--- config.mk ---
export PLATFORM = sky130hd
export DESIGN_NAME = hamming_tx
export DESIGN_NICKNAME = d
export VERILOG_FILES = /design/src/rtl/hamming_tx.sv
export SDC_FILE = /design/constraint.sdc
export NUM_CORES = 1
export LEC_CHECK = 0
export BUFFER_PORTS_ARGS = -buffer_cell sky130_fd_sc_hd__buf_2
export CAP_MARGIN = 30
export CORE_MARGIN = 5
export CORE_UTILIZATION = 63
export CTS_BUF_LIST = sky130_fd_sc_hd__clkbuf_2
export CTS_CLUSTER_DIAMETER = 150
export DETAILED_ROUTE_END_ITERATION = 10
export PLACE_DENSITY = 0.86
export SYNTH_ARGS = -nofsm -noshare
export SYNTH_HDL_FRONTEND = slang
export SYNTH_SLANG_ARGS = --single-unit
--- constraint.sdc ---
create_clock -name clk -period 6.1 [get_ports clk]
set_input_delay 0.915 -clock clk [delete_from_list [all_inputs] [get_ports clk]]
set_output_delay 0.915 -clock clk [all_outputs]
set_load 0.05 [all_outputs]
--- src/rtl/hamming_tx.sv ---
// hamming_tx: upstream stage of the Hamming(12,8) link.
// Buffers payload bytes in a DEPTH-entry FIFO and encodes each one into an
// even-parity Hamming(12,8) codeword held in a registered output stage.
// Keeps a modulo-256 count of delivered codewords.
// Optional feature: define HAM_ERR_INJECT_EN to add the inj_en/inj_pos
// single-bit error injection ports.
module hamming_tx #(
  parameter int DEPTH = 4,
  parameter int CW    = 12
) (
  input  logic          clk,
  input  logic          rst,
  input  logic [7:0]    in_data,
  input  logic          in_valid,
  output logic          in_ready,
  output logic [CW-1:0] data,
  output logic          out_valid,
  input  logic          out_ready,
  output logic [7:0]    sent_cnt
`ifdef HAM_ERR_INJECT_EN
  ,
  input  logic          inj_en,
  input  logic [3:0]    inj_pos
`endif
);

  localparam int AW = $clog2(DEPTH);

  typedef enum logic {
    EMPTY = 1'b0,
    FULL  = 1'b1
  } state_t;

  state_t      state;
  state_t      next_state;

  logic [7:0]  mem [DEPTH];
  logic [AW:0] wr_ptr;
  logic [AW:0] rd_ptr;
  logic        fifo_empty;
  logic        fifo_full;
  logic        push;
  logic        pop;
  logic        deliver;
  logic [11:0] inj_mask;
  logic [11:0] load_word;

  // Even-parity Hamming(12,8): parity at positions 1,2,4,8, data in the rest.
  function automatic logic [11:0] encode(input logic [7:0] d);
    logic [11:0] c;
    c      = '0;
    c[2]   = d[0];
    c[4]   = d[1];
    c[5]   = d[2];
    c[6]   = d[3];
    c[8]   = d[4];
    c[9]   = d[5];
    c[10]  = d[6];
    c[11]  = d[7];
    c[0]   = c[2] ^ c[4] ^ c[6] ^ c[8] ^ c[10];
    c[1]   = c[2] ^ c[5] ^ c[6] ^ c[9] ^ c[10];
    c[3]   = c[4] ^ c[5] ^ c[6] ^ c[11];
    c[7]   = c[8] ^ c[9] ^ c[10] ^ c[11];
    return c;
  endfunction

  // Extra pointer bit separates a wrapped (full) FIFO from an empty one.
  assign fifo_empty = (wr_ptr == rd_ptr);
  assign fifo_full  = (wr_ptr[AW] != rd_ptr[AW]) &&
                      (wr_ptr[AW-1:0] == rd_ptr[AW-1:0]);

  // in_ready looks only at FIFO state, so out_ready never reaches it combinationally.
  assign in_ready  = !fifo_full;
  assign out_valid = (state == FULL);
  assign push      = in_valid && !fifo_full;
  assign deliver   = (state == FULL) && out_ready;
  assign pop       = !fifo_empty && ((state == EMPTY) || out_ready);

`ifdef HAM_ERR_INJECT_EN
  // Single-bit flip mask; positions outside 1..12 leave the codeword clean.
  always_comb begin
    inj_mask = '0;
    if (inj_en && (inj_pos >= 4'd1) && (inj_pos <= 4'd12)) begin
      inj_mask[inj_pos - 4'd1] = 1'b1;
    end
  end
`else
  assign inj_mask = '0;
`endif

  assign load_word = encode(mem[rd_ptr[AW-1:0]]) ^ inj_mask;

  // FIFO storage; contents need no reset because the pointers define validity.
  always_ff @(posedge clk) begin
    if (push) begin
      mem[wr_ptr[AW-1:0]] <= in_data;
    end
  end

  // FIFO pointers advance on accept and on load into the output register.
  always_ff @(posedge clk or negedge rst) begin
    if (!rst) begin
      wr_ptr <= '0;
      rd_ptr <= '0;
    end else begin
      if (push) wr_ptr <= wr_ptr + 1'b1;
      if (pop)  rd_ptr <= rd_ptr + 1'b1;
    end
  end

  // Output stage state register.
  always_ff @(posedge clk or negedge rst) begin
    if (!rst) state <= EMPTY;
    else      state <= next_state;
  end

  // Output stage next state: fill when data waits, drain when consumed with nothing behind.
  always_comb begin
    next_state = state;
    case (state)
      EMPTY:   if (!fifo_empty) next_state = FULL;
      FULL:    if (out_ready && fifo_empty) next_state = EMPTY;
      default: next_state = EMPTY;
    endcase
  end

  // Codeword register loads on every pop and otherwise holds.
  always_ff @(posedge clk or negedge rst) begin
    if (!rst)     data <= '0;
    else if (pop) data <= load_word;
  end

  // Delivered-codeword counter, wraps naturally at 256.
  always_ff @(posedge clk or negedge rst) begin
    if (!rst)         sent_cnt <= '0;
    else if (deliver) sent_cnt <= sent_cnt + 8'd1;
  end

endmodule

# ---- Word-level counts from Yosys, hierarchy flattened
# Memory sizes are Yosys's and may differ from the RTL's.
# Index checks and enable logic that the tools add are counted.
dict set report word_totals {
  register_bits 27
  ramBits 32
  inputBits 12
  elab_cells 40
  n_memories 1
}
# memory depth width rd rd_ports_with_merged_regs write_ports line_no
set memory_table {}
lappend memory_table {mem 4 8 1 0 1 37} ;# logic [7:0] mem [DEPTH];
dict set report op_classes {
  add_sub_neg 3
  n_eq_ne 3
  muxes 5
  n_bitwise 15
  n_reduce_logical 8
}
# op n
set op_table {}
lappend op_table {{$xor 1x1->1} 14}
lappend op_table {{$add 8x1->8 const B} 1}
lappend op_table {{$add 3x1->3 const B} 2}
lappend op_table {{$logic_and 1x1->1} 5}
lappend op_table {{$mux 1} 4}
lappend op_table {{$eq 3x3->1} 1}
lappend op_table {{$eq 2x2->1} 1}
lappend op_table {{$logic_not 1->1} 2}
lappend op_table {{$pmux 1 s2} 1}
lappend op_table {{$logic_or 1x1->1} 1}
lappend op_table {{$ne 1x1->1} 1}
lappend op_table {{$not 1->1} 1}

# ---- Depth between registers and ports, before layout
dict set report depth {
  word_depth 6
  ltp_mapped 6
  depth_no_buf 4
}

# ---- Worst setup path before layout
# Ideal clock, no wire load.
dict set report synth_timing {
  path_kind {register to output}
  startpoint {register rd_ptr[1]}
  endpoint {output port in_ready}
  t_arrival_ns 1.290
  setup_slack_ns 3.895
  path_stages_with_launch 4
  n_path_buf 1
  cell_sequence {dfrtp_1 buf_2 xnor2_1 nand3_1}
}
dict set report synth_between {
  elab_chain_cells 3
}
# item line_no
set synth_lines {}
lappend synth_lines {{from (decl)} 39} ;# logic [AW:0] rd_ptr;
lappend synth_lines {{from (signal assigned)} 107} ;# if (pop) rd_ptr <= rd_ptr + 1'b1;
lappend synth_lines {{$eq 2x2->1} 70} ;# (wr_ptr[AW-1:0] == rd_ptr[AW-1:0]);
lappend synth_lines {{$logic_and 1x1->1} 69} ;# assign fifo_full = (wr_ptr[AW] != rd_ptr[AW]) &&
lappend synth_lines {{$logic_not 1->1} 73} ;# assign in_ready = !fifo_full;
lappend synth_lines {{to (decl)} 15} ;# output logic in_ready,
# No other way between the ends.

# ---- Worst setup path after layout
dict set report layout_timing {
  startpoint {register rd_ptr[0]}
  endpoint {output port in_ready}
}
# Same word-level chain as after synthesis.

==> impl_metrics.json <==
{
  "status": "complete, no violations",
  "cts.repair.resized": 0,
  "syn_area_per_cell_um2": 17.06,
  "ant_nets": 0,
  "critical-path-max-stage-delay_ns": 0.63,
  "grt_pass1_vias": 1384,
  "r2r-start": "rd_ptr[0]",
  "clock_sinks": 59,
  "rr_endpoint": "data[8]",
  "hold_path_class": "in -> async",
  "yosysSeqAreaShare_pct": 66.16,
  "htreeDepth": 3,
  "fin_area_um2": 2779,
  "nNetsFinal": 204,
  "antenna-diode-count": 0,
  "dr.pass1.iters": 4,
  "area_growth_pct": 12.34,
  "ctsRootBufferMaster": "clkbuf_2",
  "ioPinCount": 34,
  "async_reset_ff_share_pct": 45.76,
  "crit_chain": "xnor2_1 > nand3_1 > buf_2",
  "crit_start": "rd_ptr[0]",
  "synth-seq-cells": 59,
  "die_area_um2": 5279,
  "tightest_slew_ns": 0.9437,
  "initial_core_util_pct": 66.08,
  "drt-total-wl_mm": 4.260,
  "antenna_found_initial": 0,
  "drc": 0,
  "finalSetupTns_ns": 0,
  "grt_usage_pct": 18.52,
  "fmax_mhz": 352.8,
  "dieHeight_um": 72.66,
  "yosysWarnings": 0,
  "cts_made_buffers": 9,
  "hold_violations": 0,
  "crit_type": "reg -> out",
  "dp_hpwl_mm": 2.948,
  "die_w_um": 72.66,
  "r2r_slack_ns": 3.71,
  "setup_viol": 0,
  "synth_edf_count": 32,
  "synth.top_cell.area_share_pct": 38.85,
  "synth.most_common_cell": "edfxtp_1",
  "grt-ovfl-total": 0,
  "port_buffers": 33,
  "design.core.area_um2": 3744,
  "clk_pin_slew_ns": 0.15,
  "drt_iter0_drc": 88,
  "slowest_stage": "dfrtp_1",
  "yosys_most_used_dff": "edfxtp_1",
  "min_period_ns": 2.834,
  "synth_area_leader_cell": "edfxtp_1",
  "clk_path_buf_depth": 2,
  "slew_headroom_pct": 37.09,
  "vias": 1316,
  "cts_tree": "yes",
  "crit_end": "in_ready",
  "routedWlPerCell_um": 17.82,
  "syn_nets": 163,
  "critPathRequiredTime_ns": 5.18,
  "rr_worst_depth": 3,
  "num_rows": 22,
  "netlist_top_cells_area": "edfxtp_1 (39%), dfrtp_1 (27%), xnor2_1 (6.0%), mux2_2 (5.5%), mux4_2 (4.6%)",
  "endpoint_kind": "output pin",
  "grt_pass1_wl_mm": 6.927,
  "arrival_ns": 1.92,
  "maxCapViolations": 0,
  "clk_latency_ns": 0.46,
  "rsz0062_at_grt": "no",
  "gp_congestion": 0.7527,
  "synthTopCellsByCount": "edfxtp_1 (32), dfrtp_1 (27), xnor2_1 (17)",
  "synthCells": 145,
  "post_cts_buffers": 0,
  "finClkSkew_ns": 0.01583,
  "period_share_pct": 46.46,
  "drive_above_1_share_pct": 33.51,
  "place_area_um2": 2675,
  "viasPerCell": 5.506,
  "path_max_fanout": 11,
  "grt_max_degree": 28,
  "hold_buffers": 0,
  "synth_cell_types": 24,
  "synth_area_um2": 2474,
  "slew_viol_final": 0,
  "startpoint_type": "register"
}
==> how the worst min path moves through the flow <==
stage	from	end	slack [ns]	cells past startpoint
3_5_place_dp	sent_cnt[7]	sent_cnt[7]	0.48	1
2_1_floorplan	wr_ptr[2]	wr_ptr[2]	0.50	1
5_1_grt	rst	data[3]	0.42	1
3_3_place_gp	sent_cnt[7]	sent_cnt[7]	0.46	1
6_report	rst	data[3]	0.42	1
4_1_cts	rst	sent_cnt[0]	0.41	1
==> state kept, by name, indices dropped and copies added (netlist names) <==
name       cells
data          12
out_valid      1
wr_ptr         3
rd_ptr         3
mem           32
sent_cnt       8
==> per-stage QoR <==
| step | hold WS (ns) | utilization (%) | worst slack (ns) | cells |
|---|---|---|---|---|
| after CTS | 0.4109 | 74.23 | 3.220 | 239 |
| final | 0.4220 | 74.23 | 3.266 | 239 |
| after global routing | 0.4220 | 74.23 | 3.090 | 239 |
| after detailed placement | 0.4801 | 71.46 | 3.718 | 223 |
| after global placement | 0.4563 | 71.46 | 3.779 | 223 |
| after floorplan | 0.4982 | - | 3.895 | 145 |
==> logic make-up after synthesis <==
group,Yosys count,share of synthesized area [%]
DFF,59,66.16
xor gates and xnor gates,25,9.964
muxes,20,13.20
and+or+nand+nor,20,3.895
buffers and inverters,9,1.871
AOI/OAI and AO/OA,6,1.872
adders and majority gates,6,3.035
==> critical path: cells and delay by family (launching register included) <==
family        cells  cell delay, ns
xor+xnor          1            0.47
buf+inv           1            0.23
simple gates      1            0.13
flops             1            0.63
==> cell usage in the layout, fill, tap and decap left out <==
master and instances:
buf_2 33, dfrtp_1 27, nand4_1 2, edfxtp_1 32, a21oi_1 2, clkinv_2 2
ha_1 6, mux2_2 12, mux4_1 3, a31oi_1 1, bufinv_16 1, and2_1 4
inv_1 6, nand2_1 6, clkbuf_2 9, nand3_1 2, clkinvlp_4 1, o21ai_0 1
xor2_1 6, xnor2_1 17, clkinv_1 3, mux4_2 5, o2111ai_1 1, xnor3_1 2
a32oi_2 1, or4_1 1, nor2_1 5
==> layout make-up <==
type                            instances  area, µm²
Inverter                                6      22.52
Clock inverter                          7      58.81
Tap cell                               48      60.06
Multi-Input combinational cell         77      790.8
Sequential cell                        59       1637
Timing Repair Buffer                   33      165.2
Fill cell                             231      964.7
Clock buffer                            9      45.04
==> per-layer routing <==
metal  share of wire (%)  track usage [%]  wire length, µm  vias up
met2                  52            30.16             2230       47
met1                  40            22.31             1711      651
met5                   0                0                0        -
met3                 6.6            6.612              281        6
li1                    -                -                -      612
met4                0.89            7.992               38        0
Power is left out: the tool's default activity adds up to more than one toggle a clock period on the data nets, which glitch-free logic cannot reach.
